## config.mk

```make
export PLATFORM = sky130hd
export DESIGN_NAME = mat_mem_arbiter
export DESIGN_NICKNAME = d
export VERILOG_FILES = /design/src/rtl/mat_mem_arbiter.sv
export SDC_FILE = /design/constraint.sdc
export NUM_CORES = 1
export LEC_CHECK = 0
export BUFFER_PORTS_ARGS = -buffer_cell sky130_fd_sc_hd__buf_2
export CAP_MARGIN = 20
export CORE_AREA = 2 2 506 508
export CTS_BUF_LIST = sky130_fd_sc_hd__clkbuf_2 sky130_fd_sc_hd__clkbuf_4 sky130_fd_sc_hd__clkbuf_8
export DETAILED_ROUTE_END_ITERATION = 6
export DIE_AREA = 0 0 508 510
export GPL_ROUTABILITY_DRIVEN = 0
export PLACE_DENSITY_LB_ADDON = 0.2
export SLEW_MARGIN = 20
export SYNTH_ARGS = -nofsm -noshare
export SYNTH_HDL_FRONTEND = slang
export SYNTH_SLANG_ARGS = --single-unit
```

## constraint.sdc

```tcl
create_clock -name i_clk -period 3.1 [get_ports i_clk]
set_clock_uncertainty 0.05 [all_clocks]
set_input_delay 0.155 -clock i_clk [delete_from_list [all_inputs] [get_ports i_clk]]
set_output_delay 0.155 -clock i_clk [all_outputs]
set_load 0.05 [all_outputs]
```

## src/rtl/mat_mem_arbiter.sv

```systemverilog
// Two-requester arbiter for the single row-wide matrix memory port: registered
// round-robin grant with a burst cap, lock override and per-requester read-valid routing.
module mat_mem_arbiter #(
  parameter int DATA_LEN     = 32,
  parameter int N            = 8,
  parameter int ADDRESS_SIZE = 4,
  parameter int MAX_BURST    = 8
) (
  input  logic                      i_clk,
  input  logic                      i_rst,
  input  logic                      i_req0,
  input  logic                      i_req1,
  input  logic                      i_lock0,
  input  logic                      i_lock1,
  input  logic [ADDRESS_SIZE-1:0]   i_addr0,
  input  logic [ADDRESS_SIZE-1:0]   i_addr1,
  input  logic                      i_wr_en0,
  input  logic                      i_wr_en1,
  input  logic [DATA_LEN*N-1:0]     i_wdata0,
  input  logic [DATA_LEN*N-1:0]     i_wdata1,
  output logic                      o_gnt0,
  output logic                      o_gnt1,
  output logic                      o_rvalid0,
  output logic                      o_rvalid1,
  output logic [DATA_LEN*N-1:0]     o_rdata,
  output logic [ADDRESS_SIZE-1:0]   o_mem_addr,
  output logic                      o_mem_wr_en,
  output logic [DATA_LEN*N-1:0]     o_mem_wdata,
  input  logic [DATA_LEN*N-1:0]     i_mem_rdata,
  output logic [1:0]                o_state
);

  localparam int CNT_W = $clog2(MAX_BURST + 1);
  localparam logic [CNT_W-1:0] BURST_LAST = CNT_W'(MAX_BURST - 1);

  typedef enum logic [1:0] {
    IDLE = 2'd0,
    OWN0 = 2'd1,
    OWN1 = 2'd2
  } state_t;

  state_t           state, state_nxt;
  logic [CNT_W-1:0] burst_cnt, burst_cnt_nxt;
  logic             last_owner, last_owner_nxt;
  logic             acc0_p0, acc1_p0;
  logic             rd_vld0_p1, rd_vld1_p1;

  // Stage p0: grant decode and combinational port mux
  assign o_gnt0  = (state == OWN0);
  assign o_gnt1  = (state == OWN1);
  assign o_state = state;
  assign acc0_p0 = o_gnt0 & i_req0;
  assign acc1_p0 = o_gnt1 & i_req1;

  assign o_mem_addr  = acc1_p0 ? i_addr1  : i_addr0;
  assign o_mem_wdata = acc1_p0 ? i_wdata1 : i_wdata0;
  assign o_mem_wr_en = (acc0_p0 & i_wr_en0) | (acc1_p0 & i_wr_en1);

  always_comb begin
    state_nxt      = state;
    burst_cnt_nxt  = burst_cnt;
    last_owner_nxt = last_owner;
    case (state)
      IDLE: begin
        if (i_req0 && i_req1) state_nxt = last_owner ? OWN0 : OWN1;
        else if (i_req0)      state_nxt = OWN0;
        else if (i_req1)      state_nxt = OWN1;
      end
      OWN0: begin
        if (!i_req0)
          state_nxt = i_req1 ? OWN1 : IDLE;
        else if (burst_cnt == BURST_LAST && i_req1 && !i_lock0)
          state_nxt = OWN1;
      end
      OWN1: begin
        if (!i_req1)
          state_nxt = i_req0 ? OWN0 : IDLE;
        else if (burst_cnt == BURST_LAST && i_req0 && !i_lock1)
          state_nxt = OWN0;
      end
      default: state_nxt = IDLE;
    endcase

    // Count saturates at the cap so a locked owner keeps the grant indefinitely
    if (state_nxt != state)
      burst_cnt_nxt = '0;
    else if ((acc0_p0 || acc1_p0) && burst_cnt != BURST_LAST)
      burst_cnt_nxt = burst_cnt + 1'b1;

    if (state_nxt == OWN0)      last_owner_nxt = 1'b0;
    else if (state_nxt == OWN1) last_owner_nxt = 1'b1;
  end

  always_ff @(posedge i_clk or posedge i_rst) begin
    if (i_rst) begin
      state      <= IDLE;
      burst_cnt  <= '0;
      last_owner <= 1'b1;
    end else begin
      state      <= state_nxt;
      burst_cnt  <= burst_cnt_nxt;
      last_owner <= last_owner_nxt;
    end
  end

  // Stage p1: issuer tag travels with the read so the valid follows the issuer
  always_ff @(posedge i_clk or posedge i_rst) begin
    if (i_rst) begin
      rd_vld0_p1 <= 1'b0;
      rd_vld1_p1 <= 1'b0;
    end else begin
      rd_vld0_p1 <= acc0_p0 & ~i_wr_en0;
      rd_vld1_p1 <= acc1_p0 & ~i_wr_en1;
    end
  end

  assign o_rvalid0 = rd_vld0_p1;
  assign o_rvalid1 = rd_vld1_p1;
  assign o_rdata   = i_mem_rdata;

endmodule

```

; After elaboration in Yosys (flattened, before gate mapping)
; Cells that the tools add are included.
; Widths: inputs -> output; s select.
[totals]
reg_bits = 9
latchBits = 0
ramBits = 0
rom_bits = 0
in_bits = 784
out_inout_bits = 523
elab_cells = 51
mem_count = 0
[op_classes]
add_sub_neg = 1
multipliers = 0
n_div = 0
n_lt_le_gt_ge = 0
eq_ne = 7
shift = 0
n_mux = 17
bitwise_logic = 9
n_reduce_logical = 12
[op_table]
columns = operator, n
row1 = $mux 256, 1
row2 = $mux 2, 9
row3 = $mux 4, 3
row4 = $and 1x1->1, 6
row5 = $logic_and 1x1->1, 6
row6 = $pmux 2 s3, 1
row7 = $add 4x1->4 const B, 1
row8 = $eq 2x1->1 const B, 2
row9 = $eq 2x2->1 const B, 2
row10 = $eq 4x3->1 const B, 1
row11 = $ne 4x3->1 const B, 1
row12 = $reduce_bool 2->1, 2
row13 = $mux 1, 3
row14 = $logic_not 1->1, 2
row15 = $logic_not 2->1, 1
row16 = $ne 2x2->1, 1
row17 = $not 1->1, 2
row18 = $logic_or 1x1->1, 1
row19 = $or 1x1->1, 1

; Logic depth before layout (Yosys ltp)
[depth]
depth_word = 9
mapped_depth = 8
mapped_depth_nobuf = 7

; Least setup slack after synthesis
; OpenSTA, ideal clock, no wires.
[synth_timing]
kind = reg-to-output
from = reg state[1] (netlist: o_state[1])
to = out o_mem_wr_en
t_arrival_ps = 1885
required_ps = 2895
setup_slack_ps = 1010
path_stages_with_launch = 5
n_path_buf = 1
path_cell_list = dfrtp_1 buf_4 nand2b_1 inv_1 a32o_1
[synth_between]
elab_chain_len = 4
word_cells_on_any_way = 7
cone_classes = eq/ne (2) / bitwise (5)
[synth_rtl]
columns = element, line_no
row1 = "start, declared", 42  ; state_t state, state_nxt;
row2 = "start signal, assigned", 100  ; state <= state_nxt;
row3 = $eq 2x1->1, 49  ; assign o_gnt0 = (state == OWN0);
row4 = named net o_gnt0, 21  ; output logic o_gnt0,
row5 = $and 1x1->1, 52  ; assign acc0_p0 = o_gnt0 & i_req0;
row6 = $and 1x1->1, 57  ; assign o_mem_wr_en = (acc0_p0 & i_wr_en0) | (acc1_p0 & i_wr_en1);
row7 = $or 1x1->1, 57
row8 = "end, declared", 27  ; output logic o_mem_wr_en,
; The timed path passes the listed nets, and every way through them passes these cells.

; Final worst setup path
[layout_timing]
from = reg state[1] (netlist: o_state[1])
to = out o_mem_wdata[11]
[layout_between]
elab_chain_len = 3
[layout_rtl]
columns = element, line_no
row1 = $eq 2x2->1, 50  ; assign o_gnt1 = (state == OWN1);
row2 = $and 1x1->1, 53  ; assign acc1_p0 = o_gnt1 & i_req1;
row3 = $mux 256, 56  ; assign o_mem_wdata = acc1_p0 ? i_wdata1 : i_wdata0;
row4 = "end, declared", 28  ; output logic [DATA_LEN*N-1:0] o_mem_wdata,
; No other way between the ends.

==> run metrics <==
status=finished clean; total number of vias=10500; initial antenna violation count=171; Max Fclk=366 MHz; DP Wirelength=145 mm; largest net degree at the start of global routing=106; yosys synthesis warning count=0; Reg-to-Reg Start=burst_cnt[0]$_DFFE_PP0P_; Detailed Route WL=151 mm; dpl cells=5030; Post-DRT Antenna Nets=0; CTS buffer count=3; post-synth top area cell=nand2_1; Slew headroom=0.493; Least-Margin Pin Slew=0.761 ns; max-slew violation count=0; crit-path max FO=61; Final nets=2456; htree depth=1; vias in the first global route=10000; Setup crit end kind=primary output; DRC violations left=0; post-cts sizing count=0; WHS Path Cells=2; First DRT Iteration DRCs=572; synthesized area per cell=5.01 µm²; Worst Path Required=2.89 ns; final worst path period share=0.880; worst min path class=in -> reg; post-synthesis cell type count=34; RSZ-0062 raised after global routing=no; ranking of synthesized cells by area=nand2_1 51%, buf_4 36%, dfrtp_1 3.4%, clkbuf_1 1.7%, buf_2 0.86%; CTS Sinks=9; layout cells sized above 1=0.500; post-route setup slack=0.371 ns; Max VDD drop=0.000199 V; min-delay src=i_wr_en0; Core Area=253000 µm²; FF-to-FF path depth=7; Sum Neg Setup Slack=0 ns; first-pass GRT wire length=171 mm; Total Power=4.74 mW; Area Growth Syn to Fin=109%; TritonCTS clock tree=yes; I/O pin count=1307; Period minus WS final=2.73 ns; clock-pin slew on the worst setup and hold paths=0.06 ns; row cnt=185; pre-CTS WS=0.603 ns; Syn Std Cell Area=5810 µm²; Hold Fails Final Rpt=0; Die Y-Extent=510 µm; Post-Syn Nets=1945; final setup violation count=0; Root Driver=clkbuf_8; Post-CTS Setup Bufs=0; CP arrival=2.52 ns; Min-Delay Endpoint=o_rvalid0$_DFF_PP0_; Leakage Power=5.85 nW; initial core utilization=0.0229; P per Cell Area=390 nW/µm²; register area share after synthesis=0.0390; crit start category=flip-flop; DR WL/cell=30.0 µm; vias per cell=2.09; R2R setup slack=0.99 ns; Worst-Skew Late Latency=0.24 ns; Final Non-Filler Cells=5050; Synth Instances=1159; Die Span X=508 µm; critical path class=reg -> out; 1st-pass router iterations=6; clk buf depth=2; Yosys top cell area share=0.506; die area=259000 µm²; port buffer count=794; count of maximum capacitance violations=0; GRT overflow=0; FF+latch count, synth=9; GR Util All Layers=0.110; r2r endpoint=last_owner$_DFFE_PP1P_
## power breakdown
group	total [mW]	internal (mW)	switching, mW	leakage, nW
Sequential	0.170	0.137	0.0329	0.119
Combinational	4.41	0.931	3.48	5.70
Clock	0.157	0.0992	0.0582	0.0263
## layout make-up
type / count / area [µm²]
fillers: 30600 / 241000
repair buffers: 823 / 4280
well taps: 3366 / 4210
diodes: 15 / 37.5
clock buffers: 4 / 48.8
flip-flops and latches: 9 / 226
multi-input cells: 828 / 3300
inverters: 5 / 18.8
## synthesized netlist by cell type, drive strengths merged
cell and n:
inv 5, nor3 3, o22ai 2, clkbuf 26, and3b 1, mux2i 4
nand2 783, nor2 3, o21ai 2, and3 1, nor2b 3, nand2b 2
o32a 1, a32o 1, o32ai 1, xnor2 1, ha 2, and4bb 1
dfrtp 8, and4 1, o211ai 1, nand3b 2, buf 291, dfstp 1
and2 2, nand3 2, a21oi 7, nor4 1, a211oi 1
## timing repair
item,4_1_cts,5_1_grt
endpoints found under the hold margin,8,0
setup endpoints to repair,0,0
hold buffers,1,0
## cell families after synthesis
group / Yosys count / synth area share
muxes: 4 / 0.00689
and+or+nand+nor: 805 / 0.533
buffers and inverters: 322 / 0.394
adders and majority gates: 2 / 0.00431
xor gates and xnor gates: 1 / 0.00151
DFF: 9 / 0.0390
AOI/OAI and AO/OA: 16 / 0.0213
## metal layers
metal | GRT usage | up-vias | share of wire
li1 | - | 4246 | -
met3 | 0.120 | 332 | 0.25
met4 | 0.0306 | 22 | 0.039
met2 | 0.167 | 1485 | 0.41
met5 | 0.0111 | - | 0.0035
met1 | 0.0957 | 4447 | 0.29
## registers in the layout (all words and copies together) (netlist names)
register,cells
burst_cnt,4
last_owner,1
o_rvalid0,1
o_rvalid1,1
o_state,2
## through the flow
step	util	hold WS, ns	area (µm²)
floorplan	-	-0.0678	5810
global placement	0.0475	0.135	12000
detailed placement	0.0475	0.139	12000
CTS	0.0477	0.0921	12100
global route	0.0478	0.0905	12100
finish	0.0479	0.105	12100
## layout by cell type, fill, tap and decap left out, types with 3 or more instances in the layout
master,netlist,layout
buf_4,278,22
diode_2,0,15
dfrtp_1,8,8
clkbuf_8,0,3
nor2b_1,3,3
a21oi_1,6,6
nand2_1,783,783
buf_12,0,7
buf_2,10,793
inv_1,5,5
nor2_1,3,3
nor3_1,3,3
mux2i_1,4,4
## worst max path at each step
stage | start | endpoint | slack [ns] | depth (start not counted)
after floorplan | o_state[1]$_DFF_PP0_ | o_mem_wr_en | 1.01 | 4
after global placement | o_state[1]$_DFF_PP0_ | o_mem_wdata[139] | 0.64 | 5
after detailed placement | o_state[1]$_DFF_PP0_ | o_mem_wdata[139] | 0.60 | 5
after CTS | o_state[1]$_DFF_PP0_ | o_mem_wdata[139] | 0.33 | 5
after global routing | o_state[1]$_DFF_PP0_ | o_mem_addr[2] | 0.23 | 6
final | o_state[1]$_DFF_PP0_ | o_mem_wdata[11] | 0.37 | 6
## worst max-delay path: stages, from the launching register on
cell and delay (ns):
dfrtp_1 0.64, and3_4 0.49, buf_12 0.27, buf_12 0.25, nand2_1 0.07, nand2_1 0.08
buf_2 0.28
Note: power is estimated with default switching activity, not from simulation.
